**src/rtl/mult_div_unit.sv**
```systemverilog
// mult_div_unit: multicycle signed multiply (radix-2 Booth) / divide (restoring) with HI/LO result registers.
// Optional macro DIV_ZERO_TRAP_EN: divide by zero finishes at once with a div_zero pulse and leaves hi/lo unchanged.
module mult_div_unit (
    input  logic        clk,
    input  logic        reset,
    input  logic        mult_start,
    input  logic        div_start,
    input  logic [31:0] a,
    input  logic [31:0] b,
    output logic        busy,
    output logic        done,
    output logic        div_zero,
    output logic [31:0] hi,
    output logic [31:0] lo
);
    typedef enum logic [2:0] {IDLE, MUL, DIV, FIX, DONE} state_t;

    state_t      state_q;
    logic [5:0]  cnt_q;
    logic [65:0] acc_q;
    logic [31:0] op_q, hi_q, lo_q;
    logic        sign_q_q, sign_r_q, busy_q, done_q;
    logic [31:0] a_mag, b_mag, rem_sh, quo_fix, rem_fix;
    logic [32:0] booth_sum, trial;
    logic [65:0] booth_nxt, div_nxt;

    // Booth upper part carries a guard bit so -2^31 * -2^31 cannot overflow mid-iteration.
    always_comb begin
        a_mag     = a[31] ? -a : a;
        b_mag     = b[31] ? -b : b;
        booth_sum = (acc_q[1:0] == 2'b01) ? acc_q[65:33] + {op_q[31], op_q} :
                    (acc_q[1:0] == 2'b10) ? acc_q[65:33] - {op_q[31], op_q} : acc_q[65:33];
        booth_nxt = $signed({booth_sum, acc_q[32:0]}) >>> 1;
        rem_sh    = acc_q[62:31];
        trial     = {1'b0, rem_sh} - {1'b0, op_q};
        div_nxt   = trial[32] ? {2'b00, rem_sh, acc_q[30:0], 1'b0} : {2'b00, trial[31:0], acc_q[30:0], 1'b1};
        quo_fix   = (op_q == '0) ? 32'hFFFF_FFFF : sign_q_q ? -acc_q[31:0] : acc_q[31:0];
        rem_fix   = sign_r_q ? -acc_q[63:32] : acc_q[63:32];
    end

`ifdef DIV_ZERO_TRAP_EN
    logic div_zero_q;
    always_ff @(posedge clk)
        div_zero_q <= !reset && state_q == IDLE && !mult_start && div_start && b == '0;
    assign div_zero = div_zero_q;
`else
    assign div_zero = 1'b0;
`endif

    always_ff @(posedge clk) begin
        if (reset) begin
            state_q  <= IDLE;
            cnt_q    <= '0;
            acc_q    <= '0;
            op_q     <= '0;
            hi_q     <= '0;
            lo_q     <= '0;
            sign_q_q <= 1'b0;
            sign_r_q <= 1'b0;
            busy_q   <= 1'b0;
            done_q   <= 1'b0;
        end else begin
            done_q <= 1'b0;
            case (state_q)
                IDLE: begin
                    if (mult_start) begin
                        state_q <= MUL;
                        busy_q  <= 1'b1;
                        cnt_q   <= '0;
                        op_q    <= a;
                        acc_q   <= {33'b0, b, 1'b0};
                    end else if (div_start) begin
`ifdef DIV_ZERO_TRAP_EN
                        if (b == '0) begin
                            state_q <= DONE;
                            done_q  <= 1'b1;
                        end else begin
`else
                        begin
`endif
                            state_q  <= DIV;
                            busy_q   <= 1'b1;
                            cnt_q    <= '0;
                            op_q     <= b_mag;
                            acc_q    <= {34'b0, a_mag};
                            sign_q_q <= a[31] ^ b[31];
                            sign_r_q <= a[31];
                        end
                    end
                end
                MUL: begin
                    cnt_q <= cnt_q + 6'd1;
                    if (cnt_q == 6'd32) begin
                        hi_q    <= acc_q[64:33];
                        lo_q    <= acc_q[32:1];
                        state_q <= DONE;
                        busy_q  <= 1'b0;
                        done_q  <= 1'b1;
                    end else begin
                        acc_q <= booth_nxt;
                    end
                end
                DIV: begin
                    cnt_q <= cnt_q + 6'd1;
                    if (cnt_q == 6'd32) state_q <= FIX;
                    else acc_q <= div_nxt;
                end
                FIX: begin
                    hi_q    <= rem_fix;
                    lo_q    <= quo_fix;
                    state_q <= DONE;
                    busy_q  <= 1'b0;
                    done_q  <= 1'b1;
                end
                default: state_q <= IDLE;
            endcase
        end
    end

    assign busy = busy_q;
    assign done = done_q;
    assign hi   = hi_q;
    assign lo   = lo_q;
endmodule

```
**config.mk**
```make
export PLATFORM = sky130hd
export DESIGN_NAME = mult_div_unit
export DESIGN_NICKNAME = d
export VERILOG_FILES = /design/src/rtl/mult_div_unit.sv
export SDC_FILE = /design/constraint.sdc
export NUM_CORES = 1
export LEC_CHECK = 0
export BUFFER_PORTS_ARGS = -buffer_cell sky130_fd_sc_hd__buf_2
export CAP_MARGIN = 25
export CORE_MARGIN = 10
export CORE_UTILIZATION = 61
export DETAILED_ROUTE_END_ITERATION = 8
export PLACE_DENSITY = 0.92
export SYNTH_ARGS = -nofsm -noshare
export SYNTH_HDL_FRONTEND = slang
export SYNTH_SLANG_ARGS = --single-unit
```
**constraint.sdc**
```tcl
create_clock -name clk -period 7 [get_ports clk]
set_input_delay 1.05 -clock clk [delete_from_list [all_inputs] [get_ports clk]]
set_output_delay 1.05 -clock clk [all_outputs]
set_load 0.02 [all_outputs]
```
Word level (Yosys, flattened, before mapping)

Cells that the tools add are included.

Register bits after elaboration: 175
Output and inout bits: 67
Logic and storage cells: 79

Add/subtract/negate cells: 8
Equal/unequal tests: 11
Muxes and demuxes: 33
Bitwise logic cells: 2
Reduce and logical (&&, ||, !) cells: 15

Operators by type and width:

| operator                                                        | count |
|---|---|
| 32-bit two-way mux                                              | 9 |
| 66-bit two-way mux                                              | 4 |
| 66-bit case mux with 3 select lines                             | 1 |
| 32-bit negator                                                  | 4 |
| 32-bit case mux with 2 select lines                             | 2 |
| 33-bit two-way mux                                              | 2 |
| 64-bit two-way mux                                              | 1 |
| 33-bit adder                                                    | 1 |
| 32-bit by 32-bit subtractor with 33-bit output                  | 1 |
| 33-bit subtractor                                               | 1 |
| 32-bit logical NOT                                              | 1 |
| 3-bit two-way mux                                               | 4 |
| 6-bit two-way mux                                               | 2 |
| 3-bit case mux with 4 select lines                              | 1 |
| 6-bit case mux with 2 select lines                              | 1 |
| 3-bit AND reduction                                             | 3 |
| 2-bit != test, second input constant                            | 4 |
| 6-bit by 1-bit adder with 6-bit output, second input constant   | 1 |
| 3-bit by 2-bit == test with 1-bit output, second input constant | 2 |
| 6-bit == test, second input constant                            | 1 |
| 2-bit AND reduction                                             | 3 |
| 2-bit nonzero test                                              | 3 |
| 3-bit nonzero test                                              | 2 |
| 1-bit two-way mux                                               | 4 |
| 11 further kinds                                                | 11 |

Depth between registers and ports, before layout

Depth after elaboration: 5
Gate-level depth with buffers: 15
Mapped depth without buffers: 13

Least setup slack after synthesis

No wires, ideal clock.

Path kind: input port to flip-flop
From: input port b[19]
To: register op_q[29]
Library setup time: 0.132 ns
Arrival: 3.247 ns
Path slack: 3.621 ns
Stages: 9
Path buffers: 0
Cell sequence: or4_1 > or4_1 > or2_2 > or3_1 > o31ai_1 > xor2_1 > o21ai_0 > nand2_1 > a21oi_1

Word-level cells in the longest chain between the ends: 4

RTL lines:

| item                 | RTL line | text |
|---|---|---|
| start, declared      | 9        | `input logic [31:0] b,` |
| 32-bit negator       | 30       | `b_mag = b[31] ? -b : b;` |
| 32-bit two-way mux   | 30       |  |
| 32-bit two-way mux   | 72       | `end else if (div_start) begin` |
| 32-bit two-way mux   | 66       | `if (mult_start) begin` |
| end signal, assigned | 84       | `op_q <= b_mag;` |
| end, declared        | 21       | `logic [31:0] op_q, hi_q, lo_q;` |

Every way passes these cells. The select of a mux whose other input is x is not followed.
A chain may end at the register's enable or synchronous reset.

Worst setup path in the final report

From: register acc_q[31]
To: register acc_q[36]

Word-level cells in the longest chain between the ends: 4

RTL lines:

| item                                           | RTL line | text |
|---|---|---|
| start, declared                                | 20       | `logic [65:0] acc_q;` |
| start signal, assigned                         | 71       | `acc_q <= {33'b0, b, 1'b0};` |
| start signal, assigned                         | 85       | `acc_q <= {34'b0, a_mag};` |
| start signal, assigned                         | 100      | `acc_q <= booth_nxt;` |
| 32-bit by 32-bit subtractor with 33-bit output | 35       | `trial = {1'b0, rem_sh} - {1'b0, op_q};` |
| 64-bit two-way mux                             | 36       | `div_nxt = trial[32] ? {2'b00, rem_sh, acc_q[30:0], 1'b0} : {2'b00, trial[31:0], acc_q[30:0], 1'b1};` |
| 66-bit two-way mux                             | 105      | `if (cnt_q == 6'd32) state_q <= FIX;` |
| 66-bit case mux with 3 select lines            | 64       | `case (state_q)` |

Every way passes these cells. The select of a mux whose other input is x is not followed.

==> results_dict.tcl <==
set metrics [dict create \
    synthSimpleGateAreaFrac_pct 21.50 \
    maxSlewViolCount 0 \
    gp_congestion 1.009 \
    ant_nets 0 \
    routed_wl_mm 59.55 \
    synthMuxAreaShare_pct 2.313 \
    synthTopCellsByCount "294 x nand2_1, 223 x a21oi_1, 179 x o21ai_0" \
    antenna_found_initial 1 \
    gr-total-overflow 0 \
    ys.flop_type "dfxtp_1" \
    diodes 0 \
    htreeDepth 4 \
    finalWorstSetupSlack_ns 2.441 \
    setup_tns_ns 0 \
    hold_viol_final 0 \
    syn_nets 2497 \
    track_usage_pct 32.98 \
    port_buffers 133 \
    die_x_um 184.7 \
    postCtsHoldBufs 0 \
    max_freq_mhz 219.4 \
    synth.largest_area_cell "dfxtp_1" \
    async_reset_ff_share_pct 0 \
    yosys.area_share.xor_xnor_pct 8.095 \
    worst_pin_slew_ns 1.051 \
    fp.coreArea_um2 26800 \
    cts.reportedPaths.clkPinSlew_ns 0.09 \
    grtUsageMet3_pct 6.714 \
    drive_above_1_share_pct 10.73 \
    drv_cap 0 \
    use_met1_pct 38.91 \
    critPathMaxFanout 19 \
    rsz0062_at_grt "no" \
    dp.cells 2614 \
    p_per_area_nw_per_um2 242.2 \
    synth_area_leaders "dfxtp_1 21%, ha_1 7.9%, a21oi_1 6.7%, nand2_1 6.7%, o21ai_0 5.4%" \
    place_ws_ns 2.569 \
    crit_path_start "acc_q[31]" \
    slew_headroom_pct 29.74 \
    top_usage_layer "met2" \
    syn_area_per_cell_um2 7.133 \
    worstPathRequired_ns 7.29 \
    fin_skew_ns 0.02189 \
    netlist_area_um2 16550 \
    synth_cells 2321 \
    cts_tree "yes" \
    ir_drop_mv 0.1660 \
    nFillCells 2223 \
    setup_violations 0 \
    cts_repair_resize_count 0 \
    critPathCaptureType "register" \
    vias 18906 \
    finalCritPeriodShare_pct 65.13 \
    cts_made_buffers 17 \
    status "complete, no violations" \
    rows 60 \
    synthAdderAreaFrac_pct 8.299 \
    arrival_ns 4.85 \
    clockBufferDepth 2 \
    clk_latency_ns 0.46 \
    synth_compound_area_share_pct 32.16 \
    start_util_pct 61.77 \
    critPathKind "register to register" \
    worstHoldPathType "register to register" \
    fin_cells 2653 \
    die_h_um 184.7 \
    nets 2475 \
    r2r_start "acc_q[31]" \
    yosys.cell_types.count 78 \
    cts-root-buf "clkbuf_16" \
    hpwl_mm 42.80 \
    slowest_stage "a41o_1" \
    area_growth_pct 7.618 \
    synth_top_area_share_pct 21.04 \
    post-synth-top-count-cell "nand2_1" \
    met2_usage_pct 52.56 \
    path_delay_family "compound AO/OA/AOI/OAI gates" \
    ioPinCount 135 \
    grt_max_degree 126 \
    synth_enable_flop_cells 0 \
    dr.pass1.iters 8 \
    die-area_um2 34130 \
    worst-path-buf-inv 2 \
    synth_top_family_by_area "compound AO/OA/AOI/OAI gates" \
    synth-seq-area-share_pct 21.04 \
    cp-start-kind "register" \
    crit_chain "inv_1 > ha_1 > fa_1 > nand2b_1 > a21oi_1 > o21ai_0 > o211ai_1 > nor2b_1 > a41o_1 > buf_4 > mux2_2 > a211oi_1 > nor3_1" \
    drc 0 \
    wl_per_cell_um 22.45 \
    grt_pass1_wl_mm 91.91 \
    leakage_nw 7.102 \
    postCtsSetupBuffers 0 \
    min_from "lo[10]" \
    vias_per_cell 7.126 \
    drtIter0Drc 2901 \
    period_needed_ns 4.559 \
    yosys_warnings 0 \
    grt_pass1_vias 17398 \
    slowest_delay_ns 0.74 \
    clock_sinks 174 \
    synth_seq_cells 174 \
]
report_power, final:
group	switching [mW]	internal (mW)
logic	1.26	0.760
registers	0.199	1.07
clock network	0.524	0.502
total	1.99	2.33
metal layers:
metal | wire length (um) | up-vias
met4 | 4679 | 2
met5 | 13 | -
met2 | 26270 | 1415
li1 | - | 8506
met1 | 21840 | 8641
met3 | 6753 | 342
flip-flops by register name, summed over array words and instances, names as in the netlist:
signal,flops
acc_q,65
busy,1
cnt_q,6
done,1
hi,32
lo,32
op_q,32
sign_q_q,1
sign_r_q,1
state_q,3
logic make-up (layout without fill, tap and decap cells):
family | Yosys count | in the layout
compound gates | 806 | 806
xor+xnor | 153 | 153
fa+ha+maj | 108 | 108
buf+inv | 282 | 273
flops | 174 | 174
mux | 36 | 36
other cells | 1 | 1
simple gates | 761 | 761
worst register-to-register path, cell delays in order (launching register included):
cell      delay (ns)
dfxtp_1         0.46
inv_1           0.08
ha_1            0.23
fa_1            0.41
nand2b_1        0.19
a21oi_1         0.21
o21ai_0         0.27
o211ai_1        0.23
nor2b_1         0.42
a41o_1          0.74
buf_4           0.37
mux2_2          0.37
a211oi_1        0.30
nor3_1          0.10
layout make-up:
type                       instances  area, um2  share of cell area (%)
sequential                       174       3485                   19.56
inverter                          84      315.3                   1.770
tap                              341      426.7                   2.395
clock inverter                    15      211.5                   1.187
clock buffer                      17      425.4                   2.388
timing repair buffer             157      929.6                   5.218
multi-input combinational       1865      12020                   67.48
cell usage in the layout, fill, tap and decap left out, types with 31 or more instances in the layout:
master	count
o21ai_0	178
nand2_1	294
nor4_1	31
a211oi_1	31
buf_2	131
o221ai_1	76
a21oi_1	222
o211ai_1	35
nor2_1	172
o31ai_1	36
nor3_1	60
nand3_1	48
xor2_1	66
dfxtp_1	173
xnor2_1	87
ha_1	105
inv_1	83
through the flow:
step | hold WS (ns) | instance area, um2 | util (%) | total power, mW
after floorplan | 0.4655 | 16550 | - | 2.691
after global placement | 0.4376 | 17030 | 63.55 | 3.145
after detailed placement | 0.4407 | 17060 | 63.65 | 3.196
after CTS | 0.4519 | 17700 | 66.03 | 4.207
after global routing | 0.4729 | 17820 | 66.48 | 4.516
final | 0.4510 | 17820 | 66.48 | 4.316
final timing paths:
kind	depth (start not counted)	endpoint	slack, ns
max	13	acc_q[36]	2.44
min reg2reg	2	lo[10]	0.45
max reg2reg	13	acc_q[36]	2.44
min	2	lo[10]	0.45
Power figures use the tool's default switching activity.
